$ cat src/rtl/lfsr_pkg.sv
// Shared definitions for the LFSR sampling stages.
// Contents:
//   LFSR_NBITS     - width of an LFSR output word
//   SAMPLE_Q_DEPTH - depth of the accepted-sample queue
//   lfsr_word_t    - one LFSR output word
//   in_window()    - rejection-sampling acceptance test
package lfsr_pkg;

  localparam int LFSR_NBITS     = 5;
  localparam int SAMPLE_Q_DEPTH = 2;

  typedef logic [LFSR_NBITS-1:0] lfsr_word_t;

  // True when v lies in [1, lim]. Zero is the LFSR lock-up state and is never a sample.
  function automatic logic in_window(lfsr_word_t v, lfsr_word_t lim);
    return (v != lfsr_word_t'(0)) && (v <= lim);
  endfunction

endpackage

$ cat src/rtl/lfsr_sample_queue.sv
// Two-entry val/rdy FIFO for accepted samples.
// Ports:
//   clk, reset_n      - clock, asynchronous active-low reset
//   enq_en, enq_data  - offer a sample; taken if not full or if dequeuing
//   full              - queue holds two entries
//   deq               - a dequeue happens this cycle (deq_val & deq_rdy)
//   deq_val, deq_data - head of queue; deq_data is 0 when empty
//   deq_rdy           - consumer ready
module lfsr_sample_queue
  import lfsr_pkg::*;
(
  input  logic       clk,
  input  logic       reset_n,
  input  logic       enq_en,
  input  lfsr_word_t enq_data,
  output logic       full,
  output logic       deq,
  output logic       deq_val,
  output lfsr_word_t deq_data,
  input  logic       deq_rdy
);

  logic [1:0] count;
  logic [1:0] count_next;
  lfsr_word_t q0;
  lfsr_word_t q1;
  lfsr_word_t q0_next;
  lfsr_word_t q1_next;
  logic       enq;

  // Outputs come straight from flops, so deq_rdy never reaches deq_val/deq_data.
  assign deq_val  = (count != 2'd0);
  assign deq_data = q0;
  assign full     = (count == 2'(SAMPLE_Q_DEPTH));
  assign deq      = deq_val & deq_rdy;
  assign enq      = enq_en & (~full | deq);

  // Next-state for occupancy and entries; q0 is always the head, cleared when vacated.
  always_comb begin
    count_next = count;
    q0_next    = q0;
    q1_next    = q1;
    case ({enq, deq})
      2'b10: begin
        count_next = count + 2'd1;
        if (count == 2'd0) begin
          q0_next = enq_data;
        end else begin
          q1_next = enq_data;
        end
      end
      2'b01: begin
        count_next = count - 2'd1;
        if (count == 2'd2) begin
          q0_next = q1;
        end else begin
          q0_next = lfsr_word_t'(0);
        end
        q1_next = lfsr_word_t'(0);
      end
      2'b11: begin
        // Occupancy unchanged; at one entry the newcomer becomes the head.
        if (count == 2'd2) begin
          q0_next = q1;
          q1_next = enq_data;
        end else begin
          q0_next = enq_data;
        end
      end
      default: begin
        count_next = count;
      end
    endcase
  end

  // Queue state register.
  always_ff @(posedge clk or negedge reset_n) begin
    if (!reset_n) begin
      count <= 2'd0;
      q0    <= lfsr_word_t'(0);
      q1    <= lfsr_word_t'(0);
    end else begin
      count <= count_next;
      q0    <= q0_next;
      q1    <= q1_next;
    end
  end

endmodule

$ cat src/rtl/seq_lfsr_range_sampler.sv
// Rejection sampler over a 5-bit LFSR stream: emits uniform samples in
// [0, LIMIT-1] through a 2-entry queue, counting samples lost to a full queue.
// Ports:
//   clk, reset_n        - clock, asynchronous active-low reset
//   en, in              - sample enable and LFSR word
//   out_val/out_rdy/out_msg - output stream (out_msg = in-1, 0 when idle)
//   drop_clear          - synchronous clear of drop_count (wins over a drop)
//   drop_count          - saturating count of accepted-but-dropped samples
module seq_lfsr_range_sampler
  import lfsr_pkg::*;
#(
  parameter int LIMIT = 20
) (
  input  logic       clk,
  input  logic       reset_n,
  input  logic       en,
  input  lfsr_word_t in,
  output logic       out_val,
  input  logic       out_rdy,
  output lfsr_word_t out_msg,
  input  logic       drop_clear,
  output logic [7:0] drop_count
);

  logic accept;
  logic full;
  logic deq;
  logic drop;

  assign accept = en & in_window(in, lfsr_word_t'(LIMIT));
  assign drop   = accept & full & ~deq;

  lfsr_sample_queue u_queue (
    .clk      (clk),
    .reset_n  (reset_n),
    .enq_en   (accept),
    .enq_data (in - lfsr_word_t'(1)),
    .full     (full),
    .deq      (deq),
    .deq_val  (out_val),
    .deq_data (out_msg),
    .deq_rdy  (out_rdy)
  );

  // Saturating drop counter; clear takes priority over a same-cycle drop.
  always_ff @(posedge clk or negedge reset_n) begin
    if (!reset_n) begin
      drop_count <= 8'd0;
    end else if (drop_clear) begin
      drop_count <= 8'd0;
    end else if (drop && (drop_count != 8'hFF)) begin
      drop_count <= drop_count + 8'd1;
    end else begin
      drop_count <= drop_count;
    end
  end

endmodule

$ cat config.mk
export PLATFORM = sky130hd
export DESIGN_NAME = seq_lfsr_range_sampler
export DESIGN_NICKNAME = d
export VERILOG_FILES = /design/src/rtl/lfsr_pkg.sv /design/src/rtl/lfsr_sample_queue.sv /design/src/rtl/seq_lfsr_range_sampler.sv
export SDC_FILE = /design/constraint.sdc
export NUM_CORES = 1
export LEC_CHECK = 0
export ABC_AREA = 1
export BUFFER_PORTS_ARGS = -buffer_cell sky130_fd_sc_hd__buf_2
export CAP_MARGIN = 25
export CORE_ASPECT_RATIO = 1.1
export CORE_MARGIN = 10
export CORE_UTILIZATION = 42
export CTS_CLUSTER_SIZE = 28
export DETAILED_ROUTE_END_ITERATION = 8
export PLACE_DENSITY_LB_ADDON = 0.12
export RECOVER_POWER = 100
export SLEW_MARGIN = 20
export SYNTH_ARGS = -nofsm -noshare
export SYNTH_HDL_FRONTEND = slang
export SYNTH_SLANG_ARGS = --single-unit
$ cat constraint.sdc
create_clock -name clk -period 1.6 [get_ports clk]
set_input_delay 0.16 -clock clk [delete_from_list [all_inputs] [get_ports clk]]
set_output_delay 0.16 -clock clk [all_outputs]
set_load 0.01 [all_outputs]
; Word-level counts from Yosys, hierarchy flattened
; Cells that the tools add are included.
[totals]
out_inout_bits = 14
input_bits = 10
ff_bits = 20
[classes]
n_reduce_logical = 10
order_cmp = 1
bitwise_logic = 8
n_mux = 10
n_addsub = 4
n_eq_ne = 8
[op_table]
columns = operator, count
row1 = case mux 5 bit (3 select lines), 2
row2 = 2-to-1 mux 5 bit, 5
row3 = 2-to-1 mux 8 bit, 2
row4 = "adder 8 x 1 -> 8 bit, second input constant", 1
row5 = "inequality test 8 bit, second input constant", 1
row6 = "== test 2 bit, second input constant", 3
row7 = nonzero test 2 bit, 3
row8 = bitwise AND 1 bit, 5
row9 = "less-or-equal comparator 5 bit, second input constant", 1
row10 = nonzero test 5 bit, 1
row11 = "subtractor 5 x 1 -> 5 bit, second input constant", 1
row12 = "inequality test 2 bit, second input constant", 2
row13 = case mux 2 bit (2 select lines), 1
row14 = AND reduction 3 bit, 1
row15 = nonzero test 3 bit, 1
row16 = "adder 2 x 1 -> 2 bit, second input constant", 1
row17 = "== test 2 x 1 -> 1 bit, second input constant", 1
row18 = logical AND 1 bit, 2
row19 = logical NOT 2 bit, 1
row20 = "inequality test 2 x 1 -> 1 bit, second input constant", 1
row21 = inverter 1 bit, 2
row22 = AND reduction 2 bit, 1
row23 = "subtractor 2 x 1 -> 2 bit, second input constant", 1
row24 = bitwise OR 1 bit, 1

; Depth between registers and ports, before layout
[depth]
depth_word = 8
mapped_depth = 11

; Modules after synthesis
; Synthesis repeated with hierarchy kept, for this count alone.
[unflattened]
cells_unflattened = 184
hier_area_um2 = 1333.8
[by_module_without_submodules]
columns = module, area_each_um2, cells_per_inst, instances, seq_area_each_um2
row1 = lfsr_sample_queue, 669.4, 89, 1, 300.3
row2 = seq_lfsr_range_sampler, 664.4, 95, 1, 200.2

; Worst setup path before layout
; No wires, ideal clock.
[synth_timing]
path_kind = flip-flop to flip-flop
startpoint = register drop_count[0]
endpoint = register drop_count[0]
t_arrival_ps = 1224
path_stages_with_launch = 9
path_slack_ps = 258
t_required_ps = 1482
setup_time_ps = 118
cell_sequence = dfrtp_1 > ha_1 > nand2_1 > nor2_1 > nand3_1 > nand4_4 > nand2_4 > nand2_1 > nand2_1
[synth_via]
elab_chain_len = 3
[synth_lines]
columns = item, line
row1 = from (decl), seq_lfsr_range_sampler.sv:22  ; output logic [7:0] drop_count
row2 = from (signal assigned), seq_lfsr_range_sampler.sv:52  ; drop_count <= drop_count + 8'd1;
row3 = from (signal assigned), seq_lfsr_range_sampler.sv:54  ; drop_count <= drop_count;
row4 = adder 8 x 1 -> 8 bit / inequality test 8 bit (equally long branches), "seq_lfsr_range_sampler.sv:52, seq_lfsr_range_sampler.sv:51"
row5 = 2-to-1 mux 8 bit / logical AND 1 bit (equally long branches), seq_lfsr_range_sampler.sv:51  ; end else if (drop && (drop_count != 8'hFF)) begin
row6 = 2-to-1 mux 8 bit / nonzero test 2 bit (equally long branches), --
; Parallel ways exist; a longest one is shown, timed or not. The select of a mux whose other input is x is not followed.
; A chain may end at the register's enable or synchronous reset.

; Worst setup path after layout
[layout_timing]
startpoint = register drop_count[1]
endpoint = register drop_count[3]
; Same word-level chain as after synthesis.

==> results.tsv <==
metric	value	unit
syn_area_per_cell	7.094	sq um
library cells used by synthesis	26	
CP startpoint kind	flip-flop	
post-synthesis instance total	200	
synth warn	0	
TritonCTS Sinks	20	
fin cells	265	
Mapped Area	0.001419	sq mm
placed cell count	260	
H-tree levels	1	
met1 usage	14.12	%
critical path's top delay family	simple AND/OR/NAND/NOR gates	
Final Core Density	48.48	%
routability cong.	0.7952	
sequential area share after synthesis	35.27	%
initial antenna violation count	0	
# nets final	243	
Yosys top cell area share	35.27	%
Crit. End Element	flip-flop	
die height	80.96	microns
met2 usage in global routing	21.96	%
First-pass DRT Iterations	4	
crit path max fanout	9	
critical path depth in cells	8	
vias per cell	5.140	
Num CTS Buffers	3	
I/O pin count	24	
WL per Instance	13.11	microns
CP required	1.85	ns
Tmin final	1.479	ns
Multi-input gate area	779.5	sq um
PortBufs	23	
DP Area	0.001589	sq mm
setup tns final	0	ns
grt ovf	0	
Post-DP HPWL	2.734	mm
NetSw	0.8852	mW
cell taking the most area after synthesis	dfrtp_1	
Die ar.	0.006106	sq mm
crit-path max cell delay	0.44	ns
vias in the first global route	1361	
sw frac	44.12	%
#FFs+latches synth	20	
Power Dens Cells	1253	mW/mm^2
Hold Path Cell Cnt	4	
Crit path top cell by count	nand2_1	
status	complete, no violations	
drt drc	0	
share of cells above drive strength 1	15.72	%
# Post-CTS Setup Buffers	0	
Max Clk Rate	676.2	MHz
MaxCap Viol Count	0	
Final Cycle Share	92.43	%
cell internal pwr	1.121	mW
CP bufs+invs	0	
Register Area	500.5	sq um
Clk pwr share	15.0	%
critical path class	flip-flop to flip-flop	
largest net degree at the start of global routing	21	
gr usage total	12.26	%
Hold Violations, Final	0	
clk_lat worst skew	0.30	ns
CP Cell Sequence	ha_1 > nand2_1 > nor2_1 > nand3_1 > nand4_4 > nand2_4 > nand2_1 > nand2_1	
worst reg2reg path depth	8	
initial drt markers	87	
leakage power	0.8812	nW
Setup-failing EPs final	0	
Clock Root Buffer	clkbuf_4	
combinational share of power	46.0	%
Slew HR	23.84	%
number of diodes	0	
worst-margin pin slew	1.142	ns
width of the die	75.42	microns
CTS tree	done	
GRT met3 Usage	2.439	%
clk buf depth	2	
Filler Cells Inserted	353	
busiest grt layer	met2	
Hold/Removal Path Class	input pin to flip-flop	
cell row count	22	
Clock transition at path regs	0.12	ns
top cells by area, synth	dfrtp_1, nand2_1, nand3_1	
DR vias	1362	
Post-Route WL	3.475	mm
post-route cell area	0.001602	sq mm
slowest CP cell	dfrtp_1	
Antenna Nets Post-Route	0	
Initial Util	42.95	%
area of the core	0.003303	sq mm
first-pass GRT wire length	6.051	mm
Critical Path AT	1.73	ns
Slew Limit Fails	0	
worst clock skew	0.0009154	ns
syn nets	213	
setup repair after global routing missed its margin	no	
sequential fraction of design power	38.9	%
VDD IR max	0.5539	mV
area grow syn2layout	12.88	%
-- metal layers --
layer  up-vias  wire (microns)
met3         2             152
li1        688               -
met5         -               0
met2        18            1792
met4         0              17
met1       654            1514
-- timing repair --
action / 4_1_cts / 5_1_grt
resized for setup: 0 / 1
endpoints found under the setup margin: 0 / 8
hold buffers: 1 / 0
hold endpoints to repair: 20 / 0
-- cell families (layout without fill, tap and decap cells) --
| logic type | count (synthesis) | in the layout | share of synthesized area, % |
|---|---|---|---|
| buffers and inverters | 31 | 60 | 8.730 |
| AOI/OAI and AO/OA | 7 | 7 | 2.998 |
| and+or+nand+nor | 133 | 133 | 46.65 |
| xor gates and xnor gates | 6 | 6 | 3.704 |
| DFF | 20 | 20 | 35.27 |
| adders and majority gates | 3 | 3 | 2.646 |
-- synth_stat cells, drive strengths merged --
master and number:
a21oi 5, and3 1, buf 2, clkinv 1, dfrtp 20, ha 3
inv 28, nand2 63, nand3 36, nand4 5, nor2 27, nor3 1
o21ai 2, xnor2 1, xor2 5
-- power by group through the flow --
stage                     combinational (mW)  clock [mW]  sequential, mW
after detailed placement               0.969           0           0.785
after global routing                    1.06       0.338           0.801
after floorplan                        0.650           0           0.813
after CTS                              0.976       0.317           0.775
after global placement                 0.956           0           0.782
final                                  0.924       0.302           0.781
-- state kept, by name, indices dropped and copies added, names as in the netlist --
register,flops
u_queue.deq_data,5
u_queue.count,2
u_queue.q1,5
drop_count,8
-- area by class of cell --
cell class / instances / area share, %
inverter: 29 / 6.953
clock buffer: 4 / 2.266
multi-input combinational: 149 / 48.67
timing repair buffer: 27 / 8.047
sequential: 20 / 31.25
tap: 36 / 2.812
-- placed cells by master, fill, tap and decap left out, types with 5 or more instances in the layout --
cell,instances
nand2_1,55
inv_1,25
nand3_1,36
nor2_1,22
nand2_4,5
clkbuf_1,13
buf_2,11
dfrtp_1,20
xor2_1,5
-- worst reg2reg max path, delay by kind of cell, from the launching register on --
| family | cells | cell delay (ns) |
|---|---|---|
| and+or+nand+nor | 7 | 0.76 |
| DFF | 1 | 0.44 |
| adders and majority gates | 1 | 0.22 |
-- path summary, 6_finish.rpt --
kind,end,slack (ns),from
worst max-delay path,drop_count[3],0.12,drop_count[1]
worst min-delay path,u_queue.count[1],0.16,out_rdy
worst max register to register,drop_count[3],0.12,drop_count[1]
worst min register to register,u_queue.deq_data[1],0.49,u_queue.deq_data[1]
max in group asynchronous,u_queue.q1[2],0.34,reset_n
min in group asynchronous,drop_count[6],0.58,reset_n
-- through the flow --
step | worst slack [ns] | hold WS, ns | power, mW
final | 0.1212 | 0.1573 | 2.006
after global routing | 0.003282 | 0.1773 | 2.200
after CTS | 0.08168 | 0.1514 | 2.069
after detailed placement | 0.05286 | 0.1489 | 1.754
after global placement | 0.08828 | 0.1406 | 1.737
after floorplan | 0.2579 | -0.1356 | 1.462
(Power assumes the default switching activity.)
